--- src/rtl/rv_fetch_if.sv ---
// Bus bundle for the instruction-fetch stage: instruction-memory port,
// decode-side IF/ID outputs, EX redirect inputs and a state debug tap.
//
// Handshake: imem_req/imem_addr are held stable until a cycle in which
// imem_gnt is high (the request is accepted in that cycle); exactly one
// imem_rvalid pulse, carrying imem_rdata, follows each accepted request
// no earlier than the cycle after the grant. At most one request is in
// flight. The only case where an unaccepted request may change its
// address is the cycle after an ex_redirect pulse.
interface rv_fetch_if;
    logic        imem_req;
    logic [31:0] imem_addr;
    logic        imem_gnt;
    logic        imem_rvalid;
    logic [31:0] imem_rdata;
    logic        id_stall;
    logic        ex_redirect;
    logic [31:0] ex_target;
    logic [31:0] if_id_ir;
    logic [31:0] if_id_pc;
    logic        if_id_valid;
    logic [1:0]  dbg_state;

    modport master (
        output imem_req, imem_addr,
        input  imem_gnt, imem_rvalid, imem_rdata,
        input  id_stall, ex_redirect, ex_target,
        output if_id_ir, if_id_pc, if_id_valid,
        output dbg_state
    );

    modport slave (
        input  imem_req, imem_addr,
        output imem_gnt, imem_rvalid, imem_rdata,
        output id_stall, ex_redirect, ex_target,
        input  if_id_ir, if_id_pc, if_id_valid,
        input  dbg_state
    );
endinterface

--- src/rtl/rv_fetch.sv ---
// RV32 instruction fetch stage. Owns the PC, issues one word fetch at a
// time over req/gnt + rvalid, and loads the IF/ID registers. Decode
// back-pressure parks a returned word in a one-entry hold buffer; an EX
// redirect retargets the PC and kills any fetch already in flight.
module rv_fetch #(
    parameter logic [31:0] RESET_PC  = 32'h0000_0000,
    parameter logic [31:0] NOP_INSTR = 32'h0000_0013
) (
    input  logic       clk,
    input  logic       rst,
    rv_fetch_if.master bus
);

    typedef enum logic [1:0] {
        S_RST  = 2'd0,
        S_REQ  = 2'd1,
        S_WAIT = 2'd2,
        S_HOLD = 2'd3
    } state_t;

    // Word-aligned versions of the reset PC and redirect target.
    localparam logic [31:0] RESET_PC_ALIGNED = RESET_PC & ~32'd3;

    state_t      r_state;
    state_t      w_state_nxt;

    logic [31:0] r_fetch_pc;    // address of the next request
    logic [31:0] r_req_pc;      // address of the request in flight
    logic        r_kill;        // in-flight response belongs to the wrong path

    logic        r_hold_valid;  // hold buffer occupied
    logic [31:0] r_hold_ir;
    logic [31:0] r_hold_pc;

    logic [31:0] r_if_id_ir;
    logic [31:0] r_if_id_pc;
    logic        r_if_id_valid;

    logic        w_stall;
    logic        w_redirect;
    logic [31:0] w_target;
    logic        w_grant;       // request accepted this cycle
    logic        w_resp;        // response arrives while we wait for one
    logic        w_resp_live;   // response that is on the correct path
    logic        w_capture;     // live response parked because decode stalls
    logic        w_hold_out;    // hold buffer drains into IF/ID
    logic        w_imem_req;
    logic [1:0]  w_dbg_state;

    assign w_stall     = bus.id_stall;
    assign w_redirect  = bus.ex_redirect;
    assign w_target    = bus.ex_target & ~32'd3;
    assign w_grant     = (r_state == S_REQ) && bus.imem_gnt;
    // rvalid outside S_WAIT has no matching request and is ignored.
    assign w_resp      = (r_state == S_WAIT) && bus.imem_rvalid;
    assign w_resp_live = w_resp && !r_kill;
    assign w_capture   = w_resp_live && w_stall && !w_redirect;
    assign w_hold_out  = (r_state == S_HOLD) && r_hold_valid && !w_stall;

    // State register.
    always_ff @(posedge clk or posedge rst) begin
        if (rst) begin
            r_state <= S_RST;
        end else begin
            r_state <= w_state_nxt;
        end
    end

    // Next-state logic; a redirect never blocks leaving S_WAIT/S_HOLD.
    always_comb begin
        w_state_nxt = r_state;
        case (r_state)
            S_RST: begin
                w_state_nxt = S_REQ;
            end
            S_REQ: begin
                // A grant coinciding with a redirect still leaves a fetch
                // in flight; it is killed rather than abandoned.
                if (bus.imem_gnt) begin
                    w_state_nxt = S_WAIT;
                end
            end
            S_WAIT: begin
                if (bus.imem_rvalid) begin
                    if (r_kill || w_redirect || !w_stall) begin
                        w_state_nxt = S_REQ;
                    end else begin
                        w_state_nxt = S_HOLD;
                    end
                end
            end
            S_HOLD: begin
                if (w_redirect || !w_stall) begin
                    w_state_nxt = S_REQ;
                end
            end
            default: begin
                w_state_nxt = S_RST;
            end
        endcase
    end

    // Moore outputs of the FSM.
    always_comb begin
        w_imem_req  = 1'b0;
        w_dbg_state = r_state;
        if (r_state == S_REQ) begin
            w_imem_req = 1'b1;
        end
    end

    // Fetch PC: redirect wins over the post-grant increment, so a grant in
    // the redirect cycle leaves fetch_pc at the target, not target+4.
    always_ff @(posedge clk or posedge rst) begin
        if (rst) begin
            r_fetch_pc <= RESET_PC_ALIGNED;
        end else if (w_redirect) begin
            r_fetch_pc <= w_target;
        end else if (w_grant) begin
            r_fetch_pc <= r_fetch_pc + 32'd4;
        end
    end

    // Remember the address of the accepted request for the IF/ID PC.
    always_ff @(posedge clk or posedge rst) begin
        if (rst) begin
            r_req_pc <= 32'd0;
        end else if (w_grant) begin
            r_req_pc <= r_fetch_pc;
        end
    end

    // Kill flag: set when a redirect overtakes a fetch in flight, cleared
    // by the response it was waiting to discard.
    always_ff @(posedge clk or posedge rst) begin
        if (rst) begin
            r_kill <= 1'b0;
        end else if (w_resp) begin
            r_kill <= 1'b0;
        end else if (w_redirect && (w_grant || (r_state == S_WAIT))) begin
            r_kill <= 1'b1;
        end
    end

    // One-entry hold buffer for a word that arrives while decode stalls.
    always_ff @(posedge clk or posedge rst) begin
        if (rst) begin
            r_hold_valid <= 1'b0;
            r_hold_ir    <= NOP_INSTR;
            r_hold_pc    <= 32'd0;
        end else if (w_redirect) begin
            r_hold_valid <= 1'b0;
        end else if (w_capture) begin
            r_hold_valid <= 1'b1;
            r_hold_ir    <= bus.imem_rdata;
            r_hold_pc    <= r_req_pc;
        end else if (w_hold_out) begin
            r_hold_valid <= 1'b0;
        end
    end

    // IF/ID registers: flushed by redirect, frozen by stall, otherwise
    // loaded with the delivered word or a bubble (PC kept on a bubble).
    always_ff @(posedge clk or posedge rst) begin
        if (rst) begin
            r_if_id_ir    <= NOP_INSTR;
            r_if_id_pc    <= 32'd0;
            r_if_id_valid <= 1'b0;
        end else if (w_redirect) begin
            r_if_id_ir    <= NOP_INSTR;
            r_if_id_valid <= 1'b0;
        end else if (!w_stall) begin
            if (w_resp_live) begin
                r_if_id_ir    <= bus.imem_rdata;
                r_if_id_pc    <= r_req_pc;
                r_if_id_valid <= 1'b1;
            end else if (w_hold_out) begin
                r_if_id_ir    <= r_hold_ir;
                r_if_id_pc    <= r_hold_pc;
                r_if_id_valid <= 1'b1;
            end else begin
                r_if_id_ir    <= NOP_INSTR;
                r_if_id_valid <= 1'b0;
            end
        end
    end

    assign bus.imem_req    = w_imem_req;
    assign bus.imem_addr   = r_fetch_pc;
    assign bus.if_id_ir    = r_if_id_ir;
    assign bus.if_id_pc    = r_if_id_pc;
    assign bus.if_id_valid = r_if_id_valid;
    assign bus.dbg_state   = w_dbg_state;

endmodule
--- src/flat_wrapper.sv ---
// flat-port wrapper written by rule: the top's interface ports become plain ports
module rv_fetch_flat 
#(
    parameter logic [31:0] RESET_PC  = 32'h0000_0000,
    parameter logic [31:0] NOP_INSTR = 32'h0000_0013
)
  (clk, rst, bus_imem_req, bus_imem_addr, bus_imem_gnt, bus_imem_rvalid, bus_imem_rdata, bus_id_stall, bus_ex_redirect, bus_ex_target, bus_if_id_ir, bus_if_id_pc, bus_if_id_valid, bus_dbg_state);
  rv_fetch_if bus_i ();
  input  logic clk;
  input  logic rst;
  output wire logic [$bits(bus_i.imem_req)-1:0] bus_imem_req;
  output wire logic [$bits(bus_i.imem_addr)-1:0] bus_imem_addr;
  input wire logic [$bits(bus_i.imem_gnt)-1:0] bus_imem_gnt;
  input wire logic [$bits(bus_i.imem_rvalid)-1:0] bus_imem_rvalid;
  input wire logic [$bits(bus_i.imem_rdata)-1:0] bus_imem_rdata;
  input wire logic [$bits(bus_i.id_stall)-1:0] bus_id_stall;
  input wire logic [$bits(bus_i.ex_redirect)-1:0] bus_ex_redirect;
  input wire logic [$bits(bus_i.ex_target)-1:0] bus_ex_target;
  output wire logic [$bits(bus_i.if_id_ir)-1:0] bus_if_id_ir;
  output wire logic [$bits(bus_i.if_id_pc)-1:0] bus_if_id_pc;
  output wire logic [$bits(bus_i.if_id_valid)-1:0] bus_if_id_valid;
  output wire logic [$bits(bus_i.dbg_state)-1:0] bus_dbg_state;
  assign bus_imem_req = bus_i.imem_req;
  assign bus_imem_addr = bus_i.imem_addr;
  assign bus_i.imem_gnt = bus_imem_gnt;
  assign bus_i.imem_rvalid = bus_imem_rvalid;
  assign bus_i.imem_rdata = bus_imem_rdata;
  assign bus_i.id_stall = bus_id_stall;
  assign bus_i.ex_redirect = bus_ex_redirect;
  assign bus_i.ex_target = bus_ex_target;
  assign bus_if_id_ir = bus_i.if_id_ir;
  assign bus_if_id_pc = bus_i.if_id_pc;
  assign bus_if_id_valid = bus_i.if_id_valid;
  assign bus_dbg_state = bus_i.dbg_state;
  rv_fetch #(.RESET_PC(RESET_PC), .NOP_INSTR(NOP_INSTR)) u_core (.clk(clk), .rst(rst), .bus(bus_i));
endmodule
--- config.mk ---
export PLATFORM = sky130hd
export DESIGN_NAME = rv_fetch_flat
export DESIGN_NICKNAME = d
export VERILOG_FILES = /design/src/rtl/rv_fetch_if.sv /design/src/rtl/rv_fetch.sv /design/src/flat_wrapper.sv
export SDC_FILE = /design/constraint.sdc
export NUM_CORES = 1
export LEC_CHECK = 0
export CAP_MARGIN = 15
export CORE_UTILIZATION = 35
export DETAILED_ROUTE_END_ITERATION = 7
export MAX_ROUTING_LAYER = met4
export PLACE_DENSITY = 0.68
export REMOVE_ABC_BUFFERS = 1
export SYNTH_ARGS = -nofsm -noshare
export SYNTH_HDL_FRONTEND = slang
export SYNTH_SLANG_ARGS = --single-unit
export TNS_END_PERCENT = 50
--- constraint.sdc ---
create_clock -name clk -period 10 [get_ports clk]
set_input_delay 2 -clock clk [delete_from_list [all_inputs] [get_ports clk]]
set_output_delay 2 -clock clk [all_outputs]
set_load 0.01 [all_outputs]
Word level (Yosys, flattened, before mapping)
Index checks and enable logic that the tools add are counted.
{ "word_totals": {"ff_bits": 197, "input_bits": 70, "out_inout_bits": 100, "word_cells": 66} }
{ "op_classes": {"addsub": 1, "eq_ne": 7, "n_mux": 23, "bitwise": 2, "reduce_logical": 23} }
{ "ops": {"columns": ["op", "count"], "rows": [
  ["32-bit two-way mux", 8],
  ["32-bit by 3-bit adder with 32-bit output (second input constant)", 1],
  ["1-bit two-way mux", 10],
  ["1-bit logical AND", 8],
  ["2-bit two-way mux", 4],
  ["2-bit case mux with 4 select lines", 1],
  ["2-bit != test (second input constant)", 3],
  ["3-bit AND reduction", 2],
  ["2-bit nonzero test", 3],
  ["2-bit equality test (second input constant)", 2],
  ["1-bit logical OR", 4],
  ["1-bit logical NOT", 3],
  ["3-bit nonzero test", 1],
  ["2-bit by 1-bit equality test with 1-bit output (second input constant)", 1],
  ["2-bit logical NOT", 1],
  ["2-bit by 1-bit != test with 1-bit output (second input constant)", 1],
  ["1-bit NOT", 2],
  ["2-bit AND reduction", 1]
]} }

Longest topological paths before layout
{ "logic_depth": {"depth_word": 7, "ltp_mapped": 9, "ltp_nobuf": 6} }

Worst setup path after synthesis
OpenSTA, ideal clock, no wires.
{ "synth_timing": {"path_type": "input -> register", "start": "input port bus_imem_gnt", "end": "register u_core.r_fetch_pc[21], in the netlist u_core.bus.imem_addr[21]", "setup_time_ns": 0.137, "arrival_ns": 3.386, "required_time_ns": 9.863, "path_slack_ns": 6.477, "stages": 6, "path_buffers": 2, "path_cell_list": "nand4_2 -> or4_1 -> clkbuf_1 -> clkbuf_1 -> o311ai_0 -> nand3_1"} }
{ "synth_between": {"elab_chain_cells": 2} }
{ "synth_rtl": {"columns": ["element", "line", "source"], "rows": [
  ["from (decl)", "flat_wrapper.sv:13", "input wire logic [$bits(bus_i.imem_gnt)-1:0] bus_imem_gnt;"],
  ["1-bit logical AND", "rv_fetch.sv:53", "assign w_grant = (r_state == S_REQ) && bus.imem_gnt;"],
  ["2-bit nonzero test (no line)", null, null],
  ["to (signal assigned)", "rv_fetch.sv:118", "r_fetch_pc <= w_target;"],
  ["to (signal assigned)", "rv_fetch.sv:120", "r_fetch_pc <= r_fetch_pc + 32'd4;"],
  ["to (decl)", "rv_fetch.sv:27", "logic [31:0] r_fetch_pc;"]
]} }
Every way passes these cells.
A chain may end at the register's enable or synchronous reset.

Worst setup path in the final report
{ "layout_timing": {"start": "input port bus_ex_redirect", "end": "register u_core.r_fetch_pc[13], in the netlist u_core.bus.imem_addr[13]"} }
{ "layout_between": {"elab_chain_cells": 1, "elab_cells_between_ends": 2, "classes_between": "mux: 1; reduce/logical: 1"} }
{ "layout_rtl": {"columns": ["element", "line", "source"], "rows": [
  ["from (decl)", "flat_wrapper.sv:17", "input wire logic [$bits(bus_i.ex_redirect)-1:0] bus_ex_redirect;"],
  ["32-bit two-way mux / 2-bit nonzero test (equally long branches)", null, null]
]} }
Parallel ways exist; a longest one is shown, timed or not.

==> reports/results.ini <==
[logic_synthesis]
ys_ff_latch = 189
yosysWarnings = 0
async_flop_share_pct = 100
synth_top_area_share_pct = 55.0
synth_edf_count = 0
synthDistinctLibCells = 47
post-synth-top-count-cell = dfrtp_1
netlist_top_cells_area = dfrtp_1 (55%), mux2_2 (12%), mux2i_1 (3.7%)
syn_area_per_cell_um2 = 11.7
syn_inst = 714
synth_area_leader_cell = dfrtp_1
synth_ff_type = dfrtp_1
yosysSeqAreaShare_pct = 56.9
syn-cell-area_um2 = 8320
synth_common_cells = dfrtp_1 (183), mux2_2 (92), nand2_1 (64)

[route]
drt-initial-drc-count = 247
antenna_left = 0
wirelength_um = 19700
drc = 1
num_vias = 6004
dr.pass1.iters = 8
wl_per_cell_um = 16.6
via_per_inst = 5.07

[setup_path]
startpoint = bus_ex_redirect
required_ns = 10.31
start_kind = primary input
max_stage_delay_ns = 0.99
path_max_fanout = 50
setup.worst_path.class = in -> reg
regToRegSetupSlack_ns = 7.15
arrival_ns = 4.53
r2r-end = u_core.bus.imem_addr[25]
cp_slowest_cell = clkinv_1
crit_chain = buf_2 -> buf_4 -> clkinv_1 -> nand2_1 -> a21oi_1 -> a211o_1
r2r_cells = 6
cp-end-kind = register
r2r-start = u_core.bus.dbg_state[1]

[placement]
gp_congestion = 0.837
port_buffers = 163
dp_hpwl_um = 12200

[cells_and_area]
diodes = 0
multi_input_area_um2 = 3340
area_growth_pct = 29.4
register_area_um2 = 4740
drive_gt1_share_pct = 17.1
fillers = 2256
utilization_pct = 46.0
nets = 926

[global_routing]
first_global_vias = 6142
grt.overflow.total = 0
antenna_found_initial = 0
grt_first_pass_wirelength_um = 32800
grt_usage_pct = 17.7
grt_max_degree = 130

[worst_hold_path]
holdCritPathClass = reg -> reg
hold_path_depth = 2
hold_path_end = u_core.bus.if_id_pc[18]
hp-start = u_core.bus.if_id_pc[18]

[timing]
setup_viol = 0
hold_viol_final = 0
slew_violations = 0
rsz0062_at_grt = false
min_period_ns = 4.22
timing.final.crit_share_pct = 42.2
fin_tns_setup_ns = 0
fin_worst_skew_ns = 0.0112
tightest_slew_ns = 1.03
fmax_mhz = 237
maxSlewHeadroom_pct = 30.6

[floorplanning]
core-area_um2 = 23400
fp-row-count = 56
die_y_um = 156
fp.dieW_um = 156
fp.dieArea_um2 = 24400
start_util_pct = 35.5
ios = 170

[run_status]
violations = design-rule violations
status = finished with violations

[clocking]
post_cts_buffers = 0
cts_buffer_depth = 2
clk_pin_slew_worst_paths_ns = 0.08
tritoncts = done
clk_latency_ns = 0.42
cts_buffers = 17
ctsResizeCount = 0
cts.sinks = 189
htree_levels = 4
hold_buffers = 0
cts-root-buf = clkbuf_16

[power_and_ir_drop]
p_leak_uw = 0.00476
ir_drop_mv = 0.124
power_uw = 2060
p_per_area_nw_per_um2 = 191

[run]
drv_cap = 0

## worst max-delay path: cells and delay by family
kind	cells	cell delay, ns
buf+inv	3	1.86
simple gates	1	0.29
compound gates	2	0.34
## cells by family (layout without fill, tap and decap cells)
| kind of cell | Yosys count | count (layout) | share of synthesized area, % |
|---|---|---|---|
| compound gates | 120 | 120 | 9.63 |
| flops | 189 | 189 | 56.9 |
| buf+inv | 65 | 213 | 3.17 |
| mux | 123 | 123 | 16.2 |
| xor+xnor | 10 | 10 | 1.05 |
| other cells | 1 | 4 | 0.0451 |
| fa+ha+maj | 4 | 4 | 0.602 |
| simple gates | 202 | 202 | 12.4 |
## layer usage
metal / global-route usage (%) / vias to the layer above / wire (um)
met5: - / - / 0
met1: 21.3 / 2997 / 8880
met2: 29.0 / 149 / 9370
met3: 5.86 / 8 / 1330
met4: 3.41 / 0 / 120
li1: - / 2850 / -
## where the power goes
group          internal (uW)  switching (uW)  total (uW)
combinational            227             156         384
sequential               915             105        1020
clock                    336             321         657
total                   1480             582        2060
## cell usage in the layout, fill, tap and decap left out, types with 8 or more instances in the layout
master / n
nor2b_1: 30
mux2i_1: 31
a221oi_1: 29
nor3_1: 34
clkdlybuf4s50_1: 161
o31ai_1: 8
nand2_1: 63
xnor2_1: 8
mux2_2: 92
nand3_1: 15
clkbuf_16: 17
inv_1: 10
o21ai_0: 47
a31oi_1: 14
dfrtp_1: 183
nor2_1: 21
or4_1: 12
## state kept, by name, indices dropped and copies added, names as in the netlist
name	flops
u_core.bus.dbg_state	2
u_core.bus.if_id_pc	30
u_core.r_hold_valid	1
u_core.bus.if_id_ir	32
u_core.r_req_pc	30
u_core.r_hold_pc	30
u_core.r_hold_ir	32
u_core.bus.if_id_valid	1
u_core.bus.imem_addr	30
u_core.r_kill	1
## how the worst max path moves through the flow
stage | slack [ns] | cells after the start | endpoint
after floorplan | 2.87 | 1 | u_core.bus.dbg_state[0]
after global placement | 5.31 | 6 | u_core.bus.imem_addr[13]
after detailed placement | 5.33 | 6 | u_core.bus.imem_addr[13]
after CTS | 5.78 | 6 | u_core.bus.imem_addr[13]
after global routing | 5.51 | 6 | u_core.bus.imem_addr[13]
final | 5.78 | 6 | u_core.bus.imem_addr[13]
## through the flow
step | hold WS (ns) | std cells | worst slack (ns) | instance area (um^2)
4_1_cts | 0.489 | 1184 | 5.78 | 10800
2_1_floorplan | 0.479 | 664 | 2.87 | 8110
3_3_place_gp | 0.462 | 1152 | 5.31 | 10200
3_5_place_dp | 0.471 | 1152 | 5.33 | 10200
5_1_grt | 0.509 | 1184 | 5.51 | 10800
6_report | 0.479 | 1184 | 5.78 | 10800
## cell type report
| type | count | area share [%] |
|---|---|---|
| Clock buffer | 18 | 4.08 |
| Clock inverter | 14 | 1.21 |
| Inverter | 12 | 0.488 |
| Multi-Input combinational cell | 463 | 31.0 |
| Sequential cell | 189 | 44.0 |
| Tap cell | 319 | 3.71 |
| Timing Repair Buffer | 169 | 15.5 |
Note: power is estimated with default switching activity, not from simulation.
